`config.mk`:
```
export PLATFORM = sky130hd
export DESIGN_NAME = neuron_core_controller_flat
export DESIGN_NICKNAME = d
export VERILOG_FILES = /design/src/rtl/neuron_core_controller_if.sv /design/src/rtl/neuron_core_controller.sv /design/src/flat_wrapper.sv
export SDC_FILE = /design/constraint.sdc
export NUM_CORES = 1
export LEC_CHECK = 0
export BUFFER_PORTS_ARGS = -buffer_cell sky130_fd_sc_hd__buf_2
export CELL_PAD_IN_SITES_DETAIL_PLACEMENT = 0
export CELL_PAD_IN_SITES_GLOBAL_PLACEMENT = 1
export CORE_MARGIN = 1
export CORE_UTILIZATION = 38
export DETAILED_ROUTE_END_ITERATION = 8
export GPL_ROUTABILITY_DRIVEN = 0
export MAX_ROUTING_LAYER = met4
export PLACE_DENSITY_LB_ADDON = 0.05
export RECOVER_POWER = 25
export SLEW_MARGIN = 20
export SYNTH_ARGS = -nofsm -noshare
export SYNTH_HDL_FRONTEND = slang
export SYNTH_SLANG_ARGS = --single-unit
```
`constraint.sdc`:
```
create_clock -name clk -period 4.4 [get_ports clk]
set_input_delay 0.88 -clock clk [delete_from_list [all_inputs] [get_ports clk]]
set_output_delay 0.88 -clock clk [all_outputs]
set_load 0.01 [all_outputs]
```
`src/rtl/neuron_core_controller_if.sv`:
```
`default_nettype none
// ============================================================================
// Module   : neuron_core_controller_if
// Purpose  : Scheduler, SRAM, router and tick/busy signals of the neuron core.
// Revision : 1.0 - initial release
// ============================================================================
interface neuron_core_controller_if #(
  parameter int NID_W   = 8,
  parameter int PKT_W   = 28,
  parameter int V_WIDTH = 16
);
  logic               tick;
  logic [PKT_W-1:0]   sched_pkt;
  logic               sched_pkt_valid;
  logic               dropped_c2r;
  logic               busy;
  logic [NID_W-1:0]   mem_addr;
  logic               mem_rd_en;
  logic               mem_wr_en;
  logic [V_WIDTH-1:0] mem_wdata;
  logic [V_WIDTH-1:0] mem_rdata;
  logic               spike_valid;
  logic [NID_W-1:0]   spike_nid;

  // The controller side drives the SRAM and router signals.
  modport master (
    input  tick, sched_pkt, sched_pkt_valid, mem_rdata,
    output dropped_c2r, busy, mem_addr, mem_rd_en, mem_wr_en, mem_wdata,
           spike_valid, spike_nid
  );

  modport slave (
    output tick, sched_pkt, sched_pkt_valid, mem_rdata,
    input  dropped_c2r, busy, mem_addr, mem_rd_en, mem_wr_en, mem_wdata,
           spike_valid, spike_nid
  );
endinterface
`default_nettype wire

```
`src/rtl/neuron_core_controller.sv`:
```
`default_nettype none
// ============================================================================
// Module   : neuron_core_controller
// Purpose  : Event-driven read/integrate/threshold/write-back neuron sequencer.
//            Optional per-tick leak sweep enabled by NEURON_CORE_LEAK_EN.
// Revision : 1.0 - initial release
// ============================================================================
module neuron_core_controller #(
  parameter int N_COUNT     = 256,
  parameter int GRANULARITY = 4,
  parameter int PKT_SIZE    = 32,
  parameter int V_WIDTH     = 16,
  parameter int W_WIDTH     = 12,
  parameter int THRESHOLD   = 100,
  parameter int RESET_V     = 0,
  parameter int LEAK        = 1
) (
  input  wire logic               clk,
  input  wire logic               rst,
  neuron_core_controller_if.master bus
);
  localparam int NID_W = $clog2(N_COUNT);
  localparam int PKT_W = PKT_SIZE - GRANULARITY;

  localparam logic signed [V_WIDTH-1:0] c_threshold = V_WIDTH'(THRESHOLD);
  localparam logic signed [V_WIDTH-1:0] c_reset_v   = V_WIDTH'(RESET_V);
  localparam logic signed [V_WIDTH-1:0] c_v_max     = {1'b0, {(V_WIDTH-1){1'b1}}};
  localparam logic signed [V_WIDTH-1:0] c_v_min     = {1'b1, {(V_WIDTH-1){1'b0}}};

  if (W_WIDTH > V_WIDTH || LEAK < 0 || LEAK >= 2**(V_WIDTH-1)
      || PKT_W < NID_W + W_WIDTH + 8) begin : g_param_check
    $error("neuron_core_controller: unsupported parameter combination");
  end

  typedef enum logic [2:0] {
    S_IDLE    = 3'd0,
    S_RD_WAIT = 3'd1,
    S_UPDATE  = 3'd2
`ifdef NEURON_CORE_LEAK_EN
    ,
    S_LK_RD   = 3'd3,
    S_LK_WAIT = 3'd4,
    S_LK_WR   = 3'd5
`endif
  } state_t;

  state_t                      r_state;
  logic [NID_W-1:0]            r_nid;
  logic signed [W_WIDTH-1:0]   r_weight;
  logic [NID_W-1:0]            r_mem_addr;
  logic                        r_mem_rd_en;
  logic                        r_mem_wr_en;
  logic signed [V_WIDTH-1:0]   r_mem_wdata;
  logic                        r_spike_valid;
  logic [NID_W-1:0]            r_spike_nid;
  logic                        r_dropped;
  logic                        r_busy;

  logic [NID_W-1:0]            w_pkt_nid;
  logic signed [W_WIDTH-1:0]   w_pkt_weight;
  logic signed [V_WIDTH:0]     w_sum;
  logic signed [V_WIDTH-1:0]   w_sat;
  logic                        w_fire;

  assign w_pkt_nid    = bus.sched_pkt[PKT_W-1 -: NID_W];
  assign w_pkt_weight = bus.sched_pkt[8 +: W_WIDTH];

  // One guard bit so the add cannot wrap before saturation.
  assign w_sum = {bus.mem_rdata[V_WIDTH-1], bus.mem_rdata}
               + {{(V_WIDTH+1-W_WIDTH){r_weight[W_WIDTH-1]}}, r_weight};

  always_comb begin
    w_sat = w_sum[V_WIDTH-1:0];
    if (w_sum[V_WIDTH] != w_sum[V_WIDTH-1]) begin
      w_sat = w_sum[V_WIDTH] ? c_v_min : c_v_max;
    end
  end

  assign w_fire = (w_sat >= c_threshold);

`ifdef NEURON_CORE_LEAK_EN
  localparam logic signed [V_WIDTH-1:0] c_leak     = V_WIDTH'(LEAK);
  localparam logic [NID_W-1:0]          c_last_nid = NID_W'(N_COUNT - 1);

  logic                      r_tick_d;
  logic                      r_leak_pending;
  logic [NID_W-1:0]          r_cnt;
  logic                      w_tick_rise;
  logic signed [V_WIDTH-1:0] w_rd_v;
  logic signed [V_WIDTH-1:0] w_leak_v;

  assign w_tick_rise = bus.tick & ~r_tick_d;
  assign w_rd_v      = bus.mem_rdata;

  // Move toward zero by LEAK; anything within LEAK of zero collapses to zero.
  always_comb begin
    w_leak_v = '0;
    if (w_rd_v > c_leak) begin
      w_leak_v = w_rd_v - c_leak;
    end else if (w_rd_v < -c_leak) begin
      w_leak_v = w_rd_v + c_leak;
    end
  end
`endif

  always_ff @(posedge clk) begin
    if (rst) begin
      r_state       <= S_IDLE;
      r_nid         <= '0;
      r_weight      <= '0;
      r_mem_addr    <= '0;
      r_mem_rd_en   <= 1'b0;
      r_mem_wr_en   <= 1'b0;
      r_mem_wdata   <= '0;
      r_spike_valid <= 1'b0;
      r_spike_nid   <= '0;
      r_dropped     <= 1'b0;
      r_busy        <= 1'b0;
`ifdef NEURON_CORE_LEAK_EN
      r_tick_d       <= 1'b0;
      r_leak_pending <= 1'b0;
      r_cnt          <= '0;
`endif
    end else begin
      r_mem_rd_en   <= 1'b0;
      r_mem_wr_en   <= 1'b0;
      r_spike_valid <= 1'b0;
      r_dropped     <= 1'b0;

      case (r_state)
        S_IDLE: begin
`ifdef NEURON_CORE_LEAK_EN
          if (r_leak_pending) begin
            r_leak_pending <= 1'b0;
            r_cnt          <= '0;
            r_state        <= S_LK_RD;
            r_busy         <= 1'b1;
            r_dropped      <= bus.sched_pkt_valid;
          end else
`endif
          if (bus.sched_pkt_valid) begin
            r_nid       <= w_pkt_nid;
            r_weight    <= w_pkt_weight;
            r_mem_addr  <= w_pkt_nid;
            r_mem_rd_en <= 1'b1;
            r_state     <= S_RD_WAIT;
            r_busy      <= 1'b1;
          end
        end
        S_RD_WAIT: begin
          r_state <= S_UPDATE;
        end
        S_UPDATE: begin
          if (w_fire) begin
            r_mem_wdata   <= c_reset_v;
            r_spike_valid <= 1'b1;
            r_spike_nid   <= r_nid;
          end else begin
            r_mem_wdata <= w_sat;
          end
          r_mem_wr_en <= 1'b1;
          r_state     <= S_IDLE;
          r_busy      <= 1'b0;
        end
`ifdef NEURON_CORE_LEAK_EN
        S_LK_RD: begin
          r_mem_addr  <= r_cnt;
          r_mem_rd_en <= 1'b1;
          r_state     <= S_LK_WAIT;
        end
        S_LK_WAIT: begin
          r_state <= S_LK_WR;
        end
        S_LK_WR: begin
          r_mem_wdata <= w_leak_v;
          r_mem_wr_en <= 1'b1;
          r_cnt       <= r_cnt + 1'b1;
          if (r_cnt == c_last_nid) begin
            r_state <= S_IDLE;
            r_busy  <= 1'b0;
          end else begin
            r_state <= S_LK_RD;
          end
        end
`endif
        default: begin
          r_state <= S_IDLE;
          r_busy  <= 1'b0;
        end
      endcase

      if (bus.sched_pkt_valid && (r_state != S_IDLE)) begin
        r_dropped <= 1'b1;
      end

`ifdef NEURON_CORE_LEAK_EN
      // A tick edge arriving while a sweep starts queues one more sweep.
      r_tick_d <= bus.tick;
      if (w_tick_rise) begin
        r_leak_pending <= 1'b1;
      end
`endif
    end
  end

  assign bus.mem_addr    = r_mem_addr;
  assign bus.mem_rd_en   = r_mem_rd_en;
  assign bus.mem_wr_en   = r_mem_wr_en;
  assign bus.mem_wdata   = r_mem_wdata;
  assign bus.spike_valid = r_spike_valid;
  assign bus.spike_nid   = r_spike_nid;
  assign bus.dropped_c2r = r_dropped;
  assign bus.busy        = r_busy;

endmodule
`default_nettype wire

```
`src/flat_wrapper.sv`:
```
// flat-port wrapper written by rule: the top's interface ports become plain ports
module neuron_core_controller_flat 
#(
  parameter int N_COUNT     = 256,
  parameter int GRANULARITY = 4,
  parameter int PKT_SIZE    = 32,
  parameter int V_WIDTH     = 16,
  parameter int W_WIDTH     = 12,
  parameter int THRESHOLD   = 100,
  parameter int RESET_V     = 0,
  parameter int LEAK        = 1
)
  (clk, rst, bus_tick, bus_sched_pkt, bus_sched_pkt_valid, bus_mem_rdata, bus_dropped_c2r, bus_busy, bus_mem_addr, bus_mem_rd_en, bus_mem_wr_en, bus_mem_wdata, bus_spike_valid, bus_spike_nid);
  neuron_core_controller_if #(.NID_W((8)), .PKT_W((28)), .V_WIDTH(V_WIDTH)) bus_i ();
  input  wire logic clk;
  input  wire logic rst;
  input wire logic [$bits(bus_i.tick)-1:0] bus_tick;
  input wire logic [$bits(bus_i.sched_pkt)-1:0] bus_sched_pkt;
  input wire logic [$bits(bus_i.sched_pkt_valid)-1:0] bus_sched_pkt_valid;
  input wire logic [$bits(bus_i.mem_rdata)-1:0] bus_mem_rdata;
  output wire logic [$bits(bus_i.dropped_c2r)-1:0] bus_dropped_c2r;
  output wire logic [$bits(bus_i.busy)-1:0] bus_busy;
  output wire logic [$bits(bus_i.mem_addr)-1:0] bus_mem_addr;
  output wire logic [$bits(bus_i.mem_rd_en)-1:0] bus_mem_rd_en;
  output wire logic [$bits(bus_i.mem_wr_en)-1:0] bus_mem_wr_en;
  output wire logic [$bits(bus_i.mem_wdata)-1:0] bus_mem_wdata;
  output wire logic [$bits(bus_i.spike_valid)-1:0] bus_spike_valid;
  output wire logic [$bits(bus_i.spike_nid)-1:0] bus_spike_nid;
  assign bus_i.tick = bus_tick;
  assign bus_i.sched_pkt = bus_sched_pkt;
  assign bus_i.sched_pkt_valid = bus_sched_pkt_valid;
  assign bus_i.mem_rdata = bus_mem_rdata;
  assign bus_dropped_c2r = bus_i.dropped_c2r;
  assign bus_busy = bus_i.busy;
  assign bus_mem_addr = bus_i.mem_addr;
  assign bus_mem_rd_en = bus_i.mem_rd_en;
  assign bus_mem_wr_en = bus_i.mem_wr_en;
  assign bus_mem_wdata = bus_i.mem_wdata;
  assign bus_spike_valid = bus_i.spike_valid;
  assign bus_spike_nid = bus_i.spike_nid;
  neuron_core_controller #(.N_COUNT(N_COUNT), .GRANULARITY(GRANULARITY), .PKT_SIZE(PKT_SIZE), .V_WIDTH(V_WIDTH), .W_WIDTH(W_WIDTH), .THRESHOLD(THRESHOLD), .RESET_V(RESET_V), .LEAK(LEAK)) u_core (.clk(clk), .rst(rst), .bus(bus_i));
endmodule
```
# After elaboration in Yosys (flattened, before gate mapping)

Cells that the tools add are included.

Flip-flop bits (word level): 52
Output and inout port bits: 37
Word-level logic and storage cells: 38

Add/sub/neg operators: 1
$lt $le $gt $ge: 1
Eq/ne operators: 4
Multiplexer cells: 11
Bitwise logic cells: 3
Reduce and logical (&&, ||, !) cells: 8

Operators by type and width:

| kind                  | number |
|---|---|
| $mux W16              | 3 |
| $add A16 B12 Y17      | 1 |
| $ge A16 B8 Y1 const B | 1 |
| $pmux W3 S2           | 1 |
| $reduce_and A2 Y1     | 3 |
| $mux W1               | 5 |
| $reduce_or A2 Y1      | 2 |
| $eq A3 B1 Y1 const B  | 1 |
| $eq A3 B2 Y1 const B  | 1 |
| $logic_not A3 Y1      | 1 |
| $mux W3               | 1 |
| $not A1 Y1            | 3 |
| $reduce_bool A3 Y1    | 1 |
| $ne A2 B2 Y1 const B  | 1 |
| $pmux W1 S2           | 1 |
| $logic_and A1 B1 Y1   | 1 |
| $ne A1 B1 Y1          | 1 |

# Depth between registers and ports, before layout

Gate-level depths: netlist of run 1.

Word-level depth: 5
Gate-level depth with buffers: 16

# Least setup slack after synthesis of run 1

No wires, ideal clock.

Path kind: input-to-reg
From: input bus_mem_rdata[6]
To: register u_core.r_mem_wdata[0], in the netlist u_core.bus.mem_wdata[0]
Arrival: 3936 ps
Required time: 4285 ps
Path slack: 349 ps
Stages: 15
Path buffers: 3
Cells stage by stage: ha_1 a211oi_1 o21ba_1 o211a_1 o31ai_1 a21o_1 a21o_1 xor2_1 ha_1 clkbuf_1 clkbuf_1 a32o_2 a41oi_2 buf_6 o21ai_2

Word-level cells in the longest chain between the ends: 5
Elaborated cells between the ends (all ways): 6
Classes of those cells: add/sub: 1; order compare: 1; eq/ne: 1; mux: 3

Ends and longest elaborated chain:

| what                                            | RTL line                                                   | source |
|---|---|---|
| from (decl)                                     | flat_wrapper.sv:20                                         | `input wire logic [$bits(bus_i.mem_rdata)-1:0] bus_mem_rdata;` |
| $add A16 B12 Y17 *                              | neuron_core_controller.sv:70                               | `+ {{(V_WIDTH+1-W_WIDTH){r_weight[W_WIDTH-1]}}, r_weight};` |
| $mux W16 / $ne A1 B1 Y1 (equally long branches) | neuron_core_controller.sv:75, neuron_core_controller.sv:74 |  |
| $mux W16 *                                      | neuron_core_controller.sv:74                               | `if (w_sum[V_WIDTH] != w_sum[V_WIDTH-1]) begin` |
| $ge A16 B8 Y1                                   | neuron_core_controller.sv:79                               | `assign w_fire = (w_sat >= c_threshold);` |
| $mux W16 *                                      | neuron_core_controller.sv:154                              | `if (w_fire) begin` |
| to (signal assigned)                            | neuron_core_controller.sv:155                              | `r_mem_wdata <= c_reset_v;` |
| to (signal assigned)                            | neuron_core_controller.sv:159                              | `r_mem_wdata <= w_sat;` |
| to (decl)                                       | neuron_core_controller.sv:53                               | `logic signed [V_WIDTH-1:0] r_mem_wdata;` |

Every way passes the cells marked *; elsewhere a longest branch is shown, timed or not.
A chain may end at the register's enable or synchronous reset.

# Final worst setup path of run 1

From: input bus_mem_rdata[6]
To: register u_core.r_spike_nid[2], in the netlist u_core.bus.spike_nid[2]

Word-level cells in the longest chain between the ends: 5
Elaborated cells between the ends (all ways): 6
Classes of those cells: add/sub: 1; order compare: 1; eq/ne: 1; mux: 2; reduce/logical: 1

Ends and longest elaborated chain:

| what                                            | RTL line                                                   | source |
|---|---|---|
| $add A16 B12 Y17 *                              | neuron_core_controller.sv:70                               |  |
| $mux W16 / $ne A1 B1 Y1 (equally long branches) | neuron_core_controller.sv:75, neuron_core_controller.sv:74 |  |
| $mux W16 *                                      | neuron_core_controller.sv:74                               |  |
| $ge A16 B8 Y1 *                                 | neuron_core_controller.sv:79                               |  |
| $reduce_and A2 Y1 (no source line) *            | n/a                                                        |  |
| to (signal assigned)                            | neuron_core_controller.sv:157                              | `r_spike_nid <= r_nid;` |
| to (decl)                                       | neuron_core_controller.sv:55                               | `logic [NID_W-1:0] r_spike_nid;` |

Marked as above.

==> results of run 1 <==
flip-flops by register name, summed over array words and instances, names as in the netlist, 2 cells and up:
register              flops
u_core.bus.mem_addr       8
u_core.bus.mem_wdata     16
u_core.bus.spike_nid      8
u_core.r_state            2
u_core.r_weight          12
power groups by stage:
stage	clock network [uW]	logic, uW	registers, uW
floorplan	0	261	508
finish	280	386	494
detailed placement	0	388	505
CTS	293	389	494
global placement	0	385	504
global route	308	431	497
tightest hold or removal path, delay by kind of cell, from the launching register on:
family | cells | cell delay [ns]
flops | 1 | 0.33
simple gates | 1 | 0.06
compound gates | 1 | 0.04
final cells by class:
type | instances | area, sq um | area share
well taps | 99 | 124 | 0.0346
clock buffers | 5 | 68.8 | 0.0192
multi-input cells | 287 | 1810 | 0.506
flip-flops and latches | 51 | 1020 | 0.285
clock inverters | 3 | 23.8 | 0.00663
repair buffers | 90 | 498 | 0.139
inverters | 9 | 33.8 | 0.00943
path summary, 6_finish.rpt:
path                            slack (ns)                      end               startpoint  cells past startpoint
worst max-delay path                  0.32  u_core.bus.spike_nid[2]         bus_mem_rdata[6]                     17
worst min-delay path                  0.45  u_core.bus.mem_wdata[5]  u_core.bus.mem_wdata[5]                      2
worst max register to register        0.63  u_core.bus.spike_nid[2]       u_core.r_weight[6]                     16
worst min register to register        0.45  u_core.bus.mem_wdata[5]  u_core.bus.mem_wdata[5]                      2
kinds of logic after synthesis:
| family | after synthesis | share of synthesized area |
|---|---|---|
| buffers and inverters | 29 | 0.0483 |
| and+or+nand+nor | 150 | 0.227 |
| muxes | 10 | 0.0336 |
| xor gates and xnor gates | 9 | 0.0265 |
| DFF | 51 | 0.343 |
| adders and majority gates | 19 | 0.0823 |
| AOI/OAI and AO/OA | 99 | 0.239 |
through the flow:
step | cells | total power, uW | setup slack, ns | hold WS, ns
after CTS | 544 | 1180 | 0.340 | 0.459
after global routing | 544 | 1240 | 0.00860 | 0.474
after global placement | 536 | 889 | 0.0780 | 0.433
final | 544 | 1160 | 0.318 | 0.452
after floorplan | 367 | 769 | 0.349 | 0.440
after detailed placement | 536 | 893 | 0.0156 | 0.436
cell usage in the layout (no fill, tap or decap), types with 4 or more instances in the layout:
cell       n
nor2_1    21
nand2b_1  24
nor2b_1    5
o211ai_1   4
inv_1      9
a21oi_1   26
buf_4     13
nand2_1   83
xor2_1     6
mux2i_1   10
dfxtp_1   51
clkbuf_8   5
o21ai_0   21
ha_1      18
o21ai_2   11
a31oi_1    4
buf_2     63
a21o_1     7
clkbuf_1  12
metal layers:
metal  wire, um  share of wire  vias to the layer above  global-route usage
met3        227          0.032                        8              0.0269
met4         89          0.013                        0              0.0565
met2       3200           0.45                       49               0.299
li1           -              -                     1423                   -
met1       3560           0.50                     1196               0.240
met5          0              0                        -                   -
==> flow_metrics.py, run 1 <==
metrics = {
    "power_and_ir_drop": {
        "seqPwrFrac": 0.426,
        "ir_drop_mv": 0.186,
        "power_leakage_uw": 0.00158,
        "power_density_nw_per_um2": 324,
        "p_sw_uw": 403,
        "power.share.clock": 0.241,
        "power_switching_share": 0.347,
        "p_int_uw": 757,
        "p_comb_frac": 0.333,
    },
    "die": {
        "start_util": 0.402,
        "design.die.area_sq_um": 8200,
        "coreArea_sq_um": 7410,
        "die_y_um": 90.5,
        "die_w_um": 90.5,
        "io_pins": 85,
        "rows": 31,
    },
    "route": {
        "first_iter_violations": 71,
        "vias": 2676,
        "wl_per_cell_um": 13.0,
        "drc": 0,
        "via_per_inst": 4.92,
        "antenna_left": 0,
        "wirelength_mm": 7.08,
        "drt-pass1-iter-count": 4,
    },
    "yosys": {
        "yosysSeqAreaShare": 0.343,
        "synth_most_common_cell": "nand2_1",
        "syn_avg_cell_area_sq_um": 8.12,
        "synth_flop_cell": "dfxtp_1",
        "yosysTopAreaCell": "dfxtp_1",
        "synth_cell_types": 49,
        "synth_fp_nets": 434,
        "ys_top_cells_by_count": "nand2_1, dfxtp_1, a21oi_1",
        "netlist_area_sq_um": 2980,
        "synth_cells": 367,
        "synth_seq_cells": 51,
        "synth-edff-count": 0,
        "netlist_top_cells_area": "dfxtp_1, nand2_1, ha_1",
        "yosysTopAreaCellShare": 0.343,
        "async_flop_share": 0,
        "ys_warn_count": 0,
    },
    "clock_tree": {
        "clk_pin_slew_ns": 0.09,
        "htreeDepth": 2,
        "clk_latency_ns": 0.32,
        "cts_tree": "done",
        "clockRootBuffer": "clkbuf_8",
        "clockBufferDepth": 2,
        "cts_setup_buffers": 0,
        "cts-resized-gates": 0,
        "cts_buffers": 5,
        "cts.sinks": 51,
        "hold_buffers": 0,
    },
    "setup_path": {
        "crit_slowest_cell": "ha_1",
        "crit_chain": "buf_2 > ha_1 > a211oi_1 > o21ba_1 > o211a_1 > o31ai_1 > a21o_1 > a21o_1 > xor2_1 > ha_1 > a21oi_1 > o21ai_0 > and3_1 > o31a_1 > a41oi_2 > buf_12 > mux2i_1",
        "critPathBufInv": 2,
        "end_kind": "flop",
        "slowest_delay_ns": 0.36,
        "cp.arrival_ns": 4.31,
        "cp.required_ns": 4.63,
        "crit_path_max_fanout": 9,
        "cp_top_family": "compound AO/OA/AOI/OAI gates",
        "startpoint_type": "input port",
        "critical_path_class": "input port to flop",
    },
    "place": {
        "portBuffers": 75,
        "dp_hpwl_mm": 5.44,
        "placed_cell_area_sq_um": 3510,
    },
    "layout": {
        "antenna_cells": 0,
        "area_growth_pct": 20.3,
        "num-nets-final": 511,
        "drive_above_1_share": 0.245,
        "fin_util": 0.484,
        "nFillCells": 796,
        "fin_area_sq_um": 3580,
    },
    "run": {
        "drv_cap": 1,
    },
    "sta": {
        "fin_skew_ns": 0.0152,
        "min_period_over_period": 0.928,
        "max_freq_mhz": 245,
        "grt_setup_unrepaired": "false",
        "hold_violations": 0,
        "slew_viol_final": 49,
        "slew_headroom": -0.256,
        "worstMarginPinSlew_ns": 1.88,
        "finalCriticalPeriod_ns": 4.08,
        "fin_setup_tns_ns": 0,
        "setup_viol": 0,
    },
    "global_routing": {
        "grtUsageTotal": 0.186,
        "antenna_found_initial": 0,
        "grt_max_degree": 49,
        "grt_pass1_wl_mm": 12.0,
        "grt_overflow": 0,
        "grt_pass1_vias": 2553,
    },
    "outcome": {
        "violations": "max-capacitance violations, max-slew violations",
        "status": "complete, but fails checks",
    },
    "worst_hold_path": {
        "holdCritPathClass": "flop to flop",
    },
}
No activity file was read; power rests on OpenSTA's default activity.
==> run 2: changes to the inputs <==
ABC_AREA = 1   (was not set)
CORE_UTILIZATION = 36   (was 38)
CTS_BUF_LIST = sky130_fd_sc_hd__clkbuf_8 sky130_fd_sc_hd__clkbuf_16   (was not set)
==> run 2 against run 1 <==
  * Design area increased by 2.0%
  * Core utilization decreased by 3.9 points
  * Clock-buffer cell count unchanged
  * Largest power group unchanged
  * The run still ends with max-capacitance violations, max-slew violations left
==> flow_metrics.py, run 2 <==
metrics = {
    "outcome": {
        "status": "complete, but fails checks",
        "violations": "max-capacitance violations, max-slew violations",
    },
    "die": {
        "coreArea_sq_um": 8220,
        "die_w_um": 94.0,
        "die_y_um": 94.0,
        "design.die.area_sq_um": 8830,
        "io_pins": 85,
        "start_util": 0.370,
        "rows": 33,
    },
    "setup_path": {
        "crit_path_max_fanout": 13,
        "cp.required_ns": 4.53,
        "startpoint_type": "input port",
        "r2r_cells": 21,
        "critical_path_class": "input port to flop",
        "crit_chain": "buf_2 > ha_1 > a21oi_1 > nand2_1 > nand2_1 > nand3_1 > nand2_1 > nand2_1 > a21oi_1 > o21bai_1 > xor2_1 > inv_1 > ha_1 > buf_4 > a21oi_1 > o21ai_0 > o21ai_0 > o21ai_2 > nand3_4 > nand2_4 > nand2_1 > a21oi_1",
        "crit_slowest_cell": "ha_1",
        "critPathBufInv": 3,
        "timing.rr.end": "u_core.bus.mem_wdata[8]",
        "slowest_delay_ns": 0.36,
        "r2r_slack_ns": 0.88,
        "end_kind": "flop",
        "cp_top_family": "compound AO/OA/AOI/OAI gates",
        "timing.rr.start": "u_core.r_weight[4]",
        "cp_common_cell": "nand2_1",
        "cp.arrival_ns": 4.01,
    },
    "sta": {
        "grt_setup_unrepaired": "false",
        "worstMarginPinSlew_ns": 1.61,
        "hold_violations": 0,
        "fin_setup_tns_ns": 0,
        "setup_viol": 0,
        "min_period_over_period": 0.883,
        "slew_headroom": -0.0763,
        "max_freq_mhz": 257,
        "fin_skew_ns": 0.0171,
        "finalCriticalPeriod_ns": 3.88,
        "slew_viol_final": 31,
    },
    "place": {
        "dp_hpwl_mm": 5.96,
        "portBuffers": 75,
    },
    "power_and_ir_drop": {
        "ir_drop_mv": 0.164,
        "power_density_nw_per_um2": 349,
        "power_leakage_uw": 0.00178,
        "total_power_uw": 1280,
    },
    "run": {
        "drv_cap": 1,
    },
    "layout": {
        "antenna_cells": 0,
        "layout_commonest_cell": "nand2_1",
        "area_growth_pct": 20.0,
        "largest_register_ffs": 16,
        "drive_above_1_share": 0.212,
        "nFillCells": 904,
        "num-nets-final": 604,
        "mostFrequentLayoutCells": "nand2_1, nor2_1, buf_2",
    },
    "worst_hold_path": {
        "min-delay-start": "u_core.r_state[0]",
        "whs_path_depth": 2,
        "worstHoldEndpoint": "u_core.r_state[1]",
        "holdCritPathClass": "flop to flop",
    },
    "clock_tree": {
        "cts-resized-gates": 0,
        "clockRootBuffer": "clkbuf_8",
        "cts_setup_buffers": 0,
        "cts.sinks": 51,
        "clockBufferDepth": 2,
        "htreeDepth": 2,
        "cts_buffers": 5,
        "cts_tree": "done",
        "clk_pin_slew_ns": 0.11,
        "clk_latency_ns": 0.31,
        "hold_buffers": 0,
    },
    "yosys": {
        "netlist_area_sq_um": 3040,
        "synth_seq_cells": 51,
        "ys_warn_count": 0,
        "ys_top_cells_by_count": "nand2_1, nor2_1, dfxtp_1",
        "synth-edff-count": 0,
        "synth_cells": 456,
        "synth_most_common_cell": "nand2_1",
        "netlist_top_cells_area": "dfxtp_1, nand2_1, nor2_1",
        "syn_avg_cell_area_sq_um": 6.68,
        "yosysSeqAreaShare": 0.335,
        "async_flop_share": 0,
        "yosysTopAreaCell": "dfxtp_1",
        "synth_flop_cell": "dfxtp_1",
        "yosysTopAreaCellShare": 0.335,
        "synth_cell_types": 31,
        "synth_fp_nets": 523,
    },
    "route": {
        "wl_per_cell_um": 12.0,
        "antenna_left": 0,
        "vias": 2969,
        "via_per_inst": 4.62,
        "drt-pass1-iter-count": 4,
        "wirelength_mm": 7.69,
        "first_iter_violations": 54,
        "drc": 0,
    },
    "global_routing": {
        "grt_overflow": 0,
        "grt_max_degree": 33,
        "grtUsageTotal": 0.188,
        "grt_pass1_vias": 2761,
        "antenna_found_initial": 0,
        "grt_pass1_wl_mm": 12.7,
    },
}
-- run 2: cell types whose count changed in the layout (fill, tap and decap cells not counted), moves of 7 or more --
cell / change
a21o_1: -7
a21oi_1: +11
a21oi_2: +7
inv_1: +40
mux2i_1: -10
nand2_1: +26
nand2_2: +15
nand2b_1: -24
nand3_1: +27
nor2_1: +47
o21ai_2: -10
-- run 2: power by group --
group	total (uW)	internal, uW	leakage, uW	switching, uW
registers	503	487	0.000417	16.0
logic	488	177	0.00132	311
clock network	284	117	0.0000463	167
-- run 2: how the worst max path moves through the flow --
stage / from / end / slack (ns) / cells after the start
after floorplan: bus_mem_rdata[6] / u_core.bus.mem_wdata[0] / 0.39 / 22
after global placement: bus_mem_rdata[4] / u_core.bus.mem_wdata[8] / 0.23 / 22
after detailed placement: bus_mem_rdata[4] / u_core.bus.spike_nid[3] / 0.20 / 22
after CTS: bus_mem_rdata[4] / u_core.bus.spike_nid[1] / 0.53 / 22
after global routing: bus_mem_rdata[4] / u_core.bus.mem_wdata[9] / 0.15 / 22
final: bus_mem_rdata[4] / u_core.bus.mem_wdata[8] / 0.52 / 22
-- run 2: worst min-delay path, cell delays in order, from the launching register on --
cell	delay [ns]
dfxtp_1	0.34
nand2_1	0.06
nor2_1	0.03
-- run 2: kinds of logic (layout without fill, tap and decap cells) --
kind of cell | after synthesis | after routing | synth area share
AO/OA/AOI/OAI | 77 | 77 | 0.142
XOR/XNOR | 1 | 1 | 0.00288
adder cells (fa/ha/maj) | 19 | 19 | 0.0806
buffers and inverters | 66 | 148 | 0.0867
flip-flops | 51 | 51 | 0.335
AND/OR/NAND/NOR | 242 | 242 | 0.353
-- run 2: metal layers --
metal	global-route usage	routed length [um]
met5	-	0
met4	0.0385	43
met3	0.0372	325
met2	0.297	3460
met1	0.250	3870
-- run 2: cell type report --
class	count	area (sq um)	area share
Multi-Input combinational cell	339	1760	0.482
Sequential cell	51	1020	0.279
Timing Repair Buffer	88	450	0.123
Inverter	52	195	0.0534
Tap cell	105	131	0.0360
Clock buffer	5	68.8	0.0188
Clock inverter	3	27.5	0.00753
-- run 2: through the flow --
stage / cell area [sq um] / utilization / instances / hold slack [ns] / setup WS [ns]
after global routing: 3650 / 0.445 / 643 / 0.491 / 0.148
after detailed placement: 3580 / 0.436 / 635 / 0.442 / 0.204
final: 3650 / 0.445 / 643 / 0.462 / 0.516
after floorplan: 3040 / - / 456 / 0.430 / 0.386
after global placement: 3580 / 0.436 / 635 / 0.441 / 0.230
after CTS: 3680 / 0.447 / 643 / 0.460 / 0.530
